===== src/rtl/except_ctrl_pkg.sv =====
// Shared CPU exception defines: code width, exception codes and MEM-stage flag bit positions.
package except_ctrl_pkg;

    localparam int EXC_W = 4;

    localparam logic [EXC_W-1:0] EXC_NONE  = 4'd0;
    localparam logic [EXC_W-1:0] EXC_INT   = 4'd1;
    localparam logic [EXC_W-1:0] EXC_ADEL  = 4'd2;
    localparam logic [EXC_W-1:0] EXC_ADES  = 4'd3;
    localparam logic [EXC_W-1:0] EXC_WRPC  = 4'd4;
    localparam logic [EXC_W-1:0] EXC_SYS   = 4'd5;
    localparam logic [EXC_W-1:0] EXC_BREAK = 4'd6;
    localparam logic [EXC_W-1:0] EXC_RI    = 4'd7;
    localparam logic [EXC_W-1:0] EXC_OV    = 4'd8;
    localparam logic [EXC_W-1:0] EXC_ERET  = 4'd9;

    localparam int FLG_FETCH = 0;
    localparam int FLG_RI    = 1;
    localparam int FLG_SYS   = 2;
    localparam int FLG_BREAK = 3;
    localparam int FLG_OV    = 4;
    localparam int FLG_LOAD  = 5;
    localparam int FLG_STORE = 6;
    localparam int FLG_ERET  = 7;

    // Interrupt request from CP0: IE set, EXL clear, any unmasked pending line.
    function automatic logic int_request(input logic [31:0] status, input logic [31:0] cause);
        return status[0] & ~status[1] & (|(cause[15:8] & status[15:8]));
    endfunction

endpackage


===== src/rtl/except_ctrl_prio_enc.sv =====
// Fixed-priority exception encoder: pending interrupt first, then MEM-stage flags low bit to high.
module exc_prio_enc
    import except_ctrl_pkg::*;
(
    input  logic             int_pending,
    input  logic [7:0]       flags,
    output logic [EXC_W-1:0] code,
    output logic             fetch_fault
);

    always_comb begin
        code = EXC_NONE;
        if (int_pending)           code = EXC_INT;
        else if (flags[FLG_FETCH]) code = EXC_ADEL;
        else if (flags[FLG_RI])    code = EXC_RI;
        else if (flags[FLG_SYS])   code = EXC_SYS;
        else if (flags[FLG_BREAK]) code = EXC_BREAK;
        else if (flags[FLG_OV])    code = EXC_OV;
        else if (flags[FLG_LOAD])  code = EXC_ADEL;
        else if (flags[FLG_STORE]) code = EXC_ADES;
        else if (flags[FLG_ERET])  code = EXC_ERET;
    end

    // The bad address is the PC only when the winning cause is the fetch fault.
    assign fetch_fault = ~int_pending & flags[FLG_FETCH];

endmodule


===== src/rtl/except_ctrl.sv =====
// Exception controller: picks the MEM-stage exception, pulses flush with CP0 context,
// then holds the front end until the hold time expires and fetch accepts the redirect.
module except_ctrl
    import except_ctrl_pkg::*;
#(
    parameter int FLUSH_HOLD = 2
) (
    input  logic             clk,
    input  logic             resetn,
    input  logic             mem_valid,
    input  logic [31:0]      mem_pc,
    input  logic             mem_in_delay_slot,
    input  logic [7:0]       mem_exc_flags,
    input  logic [31:0]      mem_addr,
    input  logic [31:0]      cp0_status,
    input  logic [31:0]      cp0_cause,
    input  logic             redirect_ready,
    output logic [EXC_W-1:0] except_type_cp0,
    output logic             delay_slot_cp0,
    output logic [31:0]      pc_mempt2,
    output logic [31:0]      mem_addr_ex,
    output logic             flush,
    output logic             stall_req
);

    typedef enum logic [1:0] {
        S_IDLE  = 2'd0,
        S_FLUSH = 2'd1,
        S_WAIT  = 2'd2
    } state_t;

    localparam logic [3:0] HOLD_INIT = FLUSH_HOLD[3:0];

    state_t           state, state_nxt;
    logic             int_pending_q;
    logic [3:0]       hold_cnt;
    logic [EXC_W-1:0] sel_code;
    logic             fetch_fault;
    logic             take;
    logic [EXC_W-1:0] code_q;
    logic [31:0]      pc_q;
    logic [31:0]      badaddr_q;
    logic             ds_q;
    logic             unused_bits;

    assign unused_bits = ^{cp0_status[31:16], cp0_status[7:2], cp0_cause[31:16], cp0_cause[7:0]};

    always_ff @(posedge clk or negedge resetn) begin
        if (!resetn) int_pending_q <= 1'b0;
        else         int_pending_q <= int_request(cp0_status, cp0_cause);
    end

    exc_prio_enc u_prio (
        .int_pending (int_pending_q),
        .flags       (mem_exc_flags),
        .code        (sel_code),
        .fetch_fault (fetch_fault)
    );

    assign take = mem_valid && (state == S_IDLE) && (sel_code != EXC_NONE);

    always_ff @(posedge clk or negedge resetn) begin
        if (!resetn) state <= S_IDLE;
        else         state <= state_nxt;
    end

    always_comb begin
        state_nxt       = state;
        except_type_cp0 = EXC_NONE;
        flush           = 1'b0;
        stall_req       = 1'b0;
        delay_slot_cp0  = 1'b0;
        pc_mempt2       = 32'h0;
        mem_addr_ex     = 32'h0;
        case (state)
            S_IDLE: begin
                if (take) state_nxt = S_FLUSH;
            end
            S_FLUSH: begin
                except_type_cp0 = code_q;
                flush           = 1'b1;
                stall_req       = 1'b1;
                delay_slot_cp0  = ds_q;
                pc_mempt2       = pc_q;
                mem_addr_ex     = badaddr_q;
                state_nxt       = S_WAIT;
            end
            S_WAIT: begin
                stall_req = 1'b1;
                if (hold_cnt == 4'd0 && redirect_ready) state_nxt = S_IDLE;
            end
            default: state_nxt = S_IDLE;
        endcase
    end

    // Counting through FLUSH as well makes the number of WAIT cycles equal FLUSH_HOLD.
    always_ff @(posedge clk or negedge resetn) begin
        if (!resetn)                                 hold_cnt <= 4'd0;
        else if (take)                               hold_cnt <= HOLD_INIT;
        else if (state != S_IDLE && hold_cnt != 4'd0) hold_cnt <= hold_cnt - 4'd1;
    end

    always_ff @(posedge clk or negedge resetn) begin
        if (!resetn) begin
            code_q    <= EXC_NONE;
            pc_q      <= 32'h0;
            badaddr_q <= 32'h0;
            ds_q      <= 1'b0;
        end else if (take) begin
            code_q    <= sel_code;
            pc_q      <= mem_pc;
            badaddr_q <= fetch_fault ? mem_pc : mem_addr;
            ds_q      <= mem_in_delay_slot;
        end
    end

endmodule


===== config.mk =====
export PLATFORM = sky130hd
export DESIGN_NAME = except_ctrl
export DESIGN_NICKNAME = d
export VERILOG_FILES = /design/src/rtl/except_ctrl_pkg.sv /design/src/rtl/except_ctrl_prio_enc.sv /design/src/rtl/except_ctrl.sv
export SDC_FILE = /design/constraint.sdc
export NUM_CORES = 1
export LEC_CHECK = 0
export ABC_CLOCK_PERIOD_IN_PS = 3300
export CAP_MARGIN = 30
export CORE_ASPECT_RATIO = 0.7
export CORE_MARGIN = 2
export CORE_UTILIZATION = 40
export DETAILED_ROUTE_END_ITERATION = 8
export PLACE_DENSITY = 0.9
export REMOVE_ABC_BUFFERS = 1
export SYNTH_ARGS = -nofsm -noshare
export SYNTH_HDL_FRONTEND = slang
export SYNTH_SLANG_ARGS = --single-unit

===== constraint.sdc =====
create_clock -name clk -period 3.3 [get_ports clk]
set_input_delay 0.495 -clock clk [delete_from_list [all_inputs] [get_ports clk]]
set_output_delay 0.495 -clock clk [all_outputs]
set_load 0.02 [all_outputs]

# Yosys cells after proc, flatten, opt, wreduce, memory -nomap -nowiden
# Cells that the tools add are included.
# W data, S select, Z words.
[word_totals]
ff_bits = 76
wordCells = 52
out_inout_bits = 71
inputBits = 141
[op_classes]
n_addsub = 1
n_reduce_logical = 13
bitwise_logic = 6
eq_ne = 4
n_mux = 21
[ops]
columns = ["cell", "count"]
rows = [
  ["$mux W32", 3],
  ["$mux W4", 12],
  ["$and A8 B8 Y8", 1],
  ["$reduce_bool A4 Y1", 2],
  ["$reduce_or A8 Y1", 1],
  ["$pmux W2 S3", 1],
  ["$logic_and A1 B1 Y1", 4],
  ["$logic_not A4 Y1", 1],
  ["$mux W2", 2],
  ["$ne A2 B2 Y1 const B", 2],
  ["$reduce_bool A2 Y1", 2],
  ["$sub A4 B1 Y4 const B", 1],
  ["$and A1 B1 Y1", 3],
  ["$mux W1", 3],
  ["$eq A2 B1 Y1 const B", 1],
  ["$eq A2 B2 Y1 const B", 1],
  ["$logic_not A2 Y1", 1],
  ["$not A1 Y1", 2],
  ["$reduce_and A2 Y1", 1],
  ["$reduce_or A2 Y1", 1],
]

# Logic depth before layout (Yosys ltp)
[depth]
depth_word = 13
ltp_mapped = 10

# Hierarchy
# From an unflattened synthesis, not the netlist that was laid out.
[unflattened]
hier_cells = 364
area_unflattened_um2 = 3966.3
[by_module_without_submodules]
columns = ["module", "area_per_inst_um2", "cells_per_inst", "seq_area_each_um2", "n_inst"]
rows = [
  ["except_ctrl", 3871.2, 349, 1901.8, 1],
  ["exc_prio_enc", 95.1, 15, 0.0, 1],
]

# Worst setup path after synthesis
# No wires, ideal clock.
[synth_path]
kind = "register to register"
start = "register state[0]"
end = "register ds_q"
path_stages_with_launch = 11
period_less_slack_ns = 2.287
path_buffers = 3
t_arrival_ns = 2.162
required_ns = 3.175
slack_ns = 1.013
cell_sequence = "dfrtp_1 > inv_1 > ha_1 > nand2_1 > or3_1 > o22a_1 > clkbuf_1 > and2_1 > buf_6 > buf_6 > mux2_4"
[synth_between]
elab_chain_len = 3
[synth_rtl]
columns = ["element", "line_no", "source"]
rows = [
  ["start: declaration", "except_ctrl.sv:34", "state_t state, state_nxt;"],
  ["start signal: assignment", "except_ctrl.sv:64", "else state <= state_nxt;"],
  ["$logic_not A2 Y1", "except_ctrl.sv:60", "assign take = mem_valid && (state == S_IDLE) && (sel_code != EXC_NONE);"],
  ["$logic_and A1 B1 Y1 (2 in series)", "except_ctrl.sv:60", ""],
  ["end signal: assignment", "except_ctrl.sv:113", "ds_q <= mem_in_delay_slot;"],
  ["end: declaration", "except_ctrl.sv:43", "logic ds_q;"],
]
# Every way passes these cells.
# A chain may end at the register's enable or synchronous reset.

# Worst setup path after layout
[layout_path]
start = "register state[1]"
end = "output mem_addr_ex[18]"
[layout_between]
elab_chain_len = 2
[layout_rtl]
columns = ["element", "line_no", "source"]
rows = [
  ["$eq A2 B1 Y1", "except_ctrl.sv:75", "case (state)"],
  ["$mux W32", "except_ctrl.sv:75", ""],
  ["end: declaration", "except_ctrl.sv:21", "output logic [31:0] mem_addr_ex,"],
]
# Every way passes these cells.

==> load_flow_metrics.sql <==
INSERT INTO impl_metrics (metric_group, metric, value, unit) VALUES
('status', 'outcome', 'completed', ''),
('placed_design', 'place.port_buffers', '165', ''),
('timing', 'slew_viol_final', '0', ''),
('synthesis', 'syn-instance-count', '364', ''),
('clock_network', 'numClockSinks', '76', ''),
('clock_network', 'tritoncts.num_buffers', '9', ''),
('timing', 'final.min_clock_period', '2876', 'ps'),
('timing', 'totalNegativeSetupSlack', '0', 'ps'),
('die', 'core', '9759', 'um2'),
('synthesis', 'synth_top_area_cell', 'sky130_fd_sc_hd__dfrtp_1', ''),
('power', 'report.power.total', '5.435', 'mW'),
('placed_design', 'place_ws', '314.2', 'ps'),
('placed_design', 'hpwl', '7426', 'um'),
('synthesis', 'ys_types', '36', ''),
('global_route', 'grt_pass1_wl', '17150', 'um'),
('global_route', 'grt_usage', '0.2005', ''),
('synthesis', 'ys_warn_count', '0', ''),
('global_route', 'antenna_found_initial', '0', ''),
('drt', 'dr.pass1.iters', '4', ''),
('layout', 'final_core_utilization', '0.6267', ''),
('drt', 'number_of_nets_with_antenna_violations_after_routing', '0', ''),
('drt', 'post_detailed_route_wirelength_per_cell', '16.38', 'um'),
('global_route', 'globalRouteOverflowTotal', '0', ''),
('clock_network', 'cts_tree', 'done', ''),
('drt', 'detail_route.iter0.violations', '131', ''),
('timing', 'rsz0062_at_grt', 'false', ''),
('clock_network', 'cts-resized-gates', '0', ''),
('die', 'fp.dieH', '88.09', 'um'),
('die', 'number_of_top_level_pins', '212', ''),
('timing', 'final.setup.worst_slack', '424.4', 'ps'),
('synthesis', 'synth-main-ff-cell', 'sky130_fd_sc_hd__dfrtp_1', ''),
('power', 'power-per-cell-area', '888.7', 'nW/um2'),
('timing', 'clock.fmax', '347.8', 'MHz'),
('synthesis', 'synth-edff-count', '0', ''),
('setup_path', 'worstPathMaxFanout', '37', ''),
('setup_path', 'worst-r2r-setup-slack', '690', 'ps'),
('clock_network', 'cts.clk_slew.worst_paths', '60', 'ps'),
('synthesis', 'synth_area', '4040', 'um2'),
('layout', 'layout.cells.non_filler', '655', ''),
('die', 'floorplan.initialDensity', '0.4140', ''),
('timing', 'timing.final.setup_violations', '0', ''),
('placed_design', 'dpl_cell_area', '5776', 'um2'),
('timing', 'hold_viol', '0', ''),
('setup_path', 'critical_path_class', 'reg2out', ''),
('layout', 'final_layout_size_suffix_gt1_frac', '0.1214', ''),
('setup_path', 'worstPathArrival', '2380', 'ps'),
('layout', 'seqCellArea', '1902', 'um2'),
('setup_path', 'end_kind', 'output port', ''),
('synthesis', 'fraction_of_the_yosys_area_taken_by_sequential_cells', '0.4707', ''),
('layout', 'footprint_of_the_multi_input_gates', '1992', 'um2'),
('synthesis', 'netlist_top_cells_area', 'sky130_fd_sc_hd__dfrtp_1 (47%), sky130_fd_sc_hd__mux2_4 (12%), sky130_fd_sc_hd__and2_1 (11%), sky130_fd_sc_hd__mux2i_1 (7.9%), sky130_fd_sc_hd__o21ai_0 (4.3%)', ''),
('drt', 'route.detailed.vias_per_inst', '5.075', ''),
('placed_design', 'routabilityCongestion', '0.7818', ''),
('global_route', 'vias_in_the_first_global_route', '3488', ''),
('layout', 'stdcell_area', '6116', 'um2'),
('global_route', 'maximum_number_of_pins_on_one_net_before_global_route_repair', '77', ''),
('timing', 'min_period_over_period', '0.8714', ''),
('drt', 'drcViolationCount', '0', ''),
('flow_run', 'cap_viol_max_count', '0', ''),
('power', 'static-leakage-power', '2.734', 'nW'),
('timing', 'max_slew.worst_pin.slew', '981.7', 'ps'),
('die', 'die_x', '124.1', 'um'),
('layout', 'most-common-layout-cells', 'sky130_fd_sc_hd__clkdlybuf4s50_1 (164), sky130_fd_sc_hd__dfrtp_1 (76), sky130_fd_sc_hd__and2_1 (69), sky130_fd_sc_hd__o21ai_0 (35)', ''),
('layout', 'finish.net_count', '669', ''),
('synthesis', 'synthArstFlopShare', '1.000', ''),
('placed_design', 'dpl.cell_count', '637', ''),
('drt', 'via_count', '3324', ''),
('clock_network', 'ctsLongestPathBuffers', '2', ''),
('layout', 'insertedDiodeCount', '0', ''),
('drt', 'wirelength', '10730', 'um'),
('min_path', 'hp-class', 'reg2reg', '');
-- synthesized netlist by cell type (all sizes together) (3+ instances only) --
library cell,number
a21oi,3
and2,70
buf,5
clkbuf,20
dfrtp,76
ha,6
inv,6
mux2,35
mux2i,32
nand2,8
nand3,34
nor2,6
nor2b,3
nor3,3
o21ai,35
-- layer usage --
layer / vias up / global-route usage / wire [um]
met5: - / 0 / 0
met4: 0 / 0.05209 / 99
met3: 14 / 0.06120 / 754
met2: 114 / 0.3462 / 5286
met1: 1622 / 0.2462 / 4586
li1: 1574 / - / -
-- power breakdown --
part | internal (mW) | switching [mW] | total [mW]
clock | 0.605 | 0.379 | 0.983
combinational | 1.47 | 1.35 | 2.82
sequential | 1.39 | 0.235 | 1.63
-- worst paths after layout --
kind,cells after the start,from,to
max,5,state[1]$_DFFE_PN0P_,mem_addr_ex[18]
max reg2reg,7,state[0]$_DFFE_PN0P_,pc_q[1]$_DFFE_PN0P_
min,1,code_q[2]$_DFFE_PN0P_,code_q[2]$_DFFE_PN0P_
max in group asynchronous,3,resetn,state[1]$_DFFE_PN0P_
min in group asynchronous,2,resetn,badaddr_q[8]$_DFFE_PN0P_
min reg2reg,1,code_q[2]$_DFFE_PN0P_,code_q[2]$_DFFE_PN0P_
-- kinds of logic (layout without fill, tap and decap cells) --
family | count (synthesis) | in the layout | share of synthesized area
buffers and inverters | 31 | 194 | 0.03809
AOI/OAI and AO/OA | 49 | 49 | 0.07185
DFF | 76 | 76 | 0.4707
xor gates and xnor gates | 2 | 2 | 0.004336
muxes | 67 | 67 | 0.2075
adders and majority gates | 6 | 6 | 0.01858
and+or+nand+nor | 133 | 133 | 0.1889
-- flip-flops by register name (all words and copies together), names as in the netlist --
register	flops
badaddr_q	32
code_q	4
ds_q	1
hold_cnt	4
int_pending_q	1
pc_q	32
state	2
-- critical path, stage by stage (launching register included) --
cell,delay [ps]
sky130_fd_sc_hd__dfrtp_1,400
sky130_fd_sc_hd__inv_1,120
sky130_fd_sc_hd__ha_2,380
sky130_fd_sc_hd__buf_4,350
sky130_fd_sc_hd__and2_1,180
sky130_fd_sc_hd__clkdlybuf4s50_1,620
-- cell type report --
type                       count  area share
tap                          128     0.02619
clock buffer                  10     0.03908
clock inverter                 6     0.01043
timing repair buffer         172      0.2840
sequential                    76      0.3110
multi-input combinational    257      0.3257
inverter                       6    0.003682
-- repair_timing --
item	CTS	global route
hold buffers	0	1
setup buffers	0	0
endpoints found under the hold margin	0	7
(Power assumes the default switching activity.)
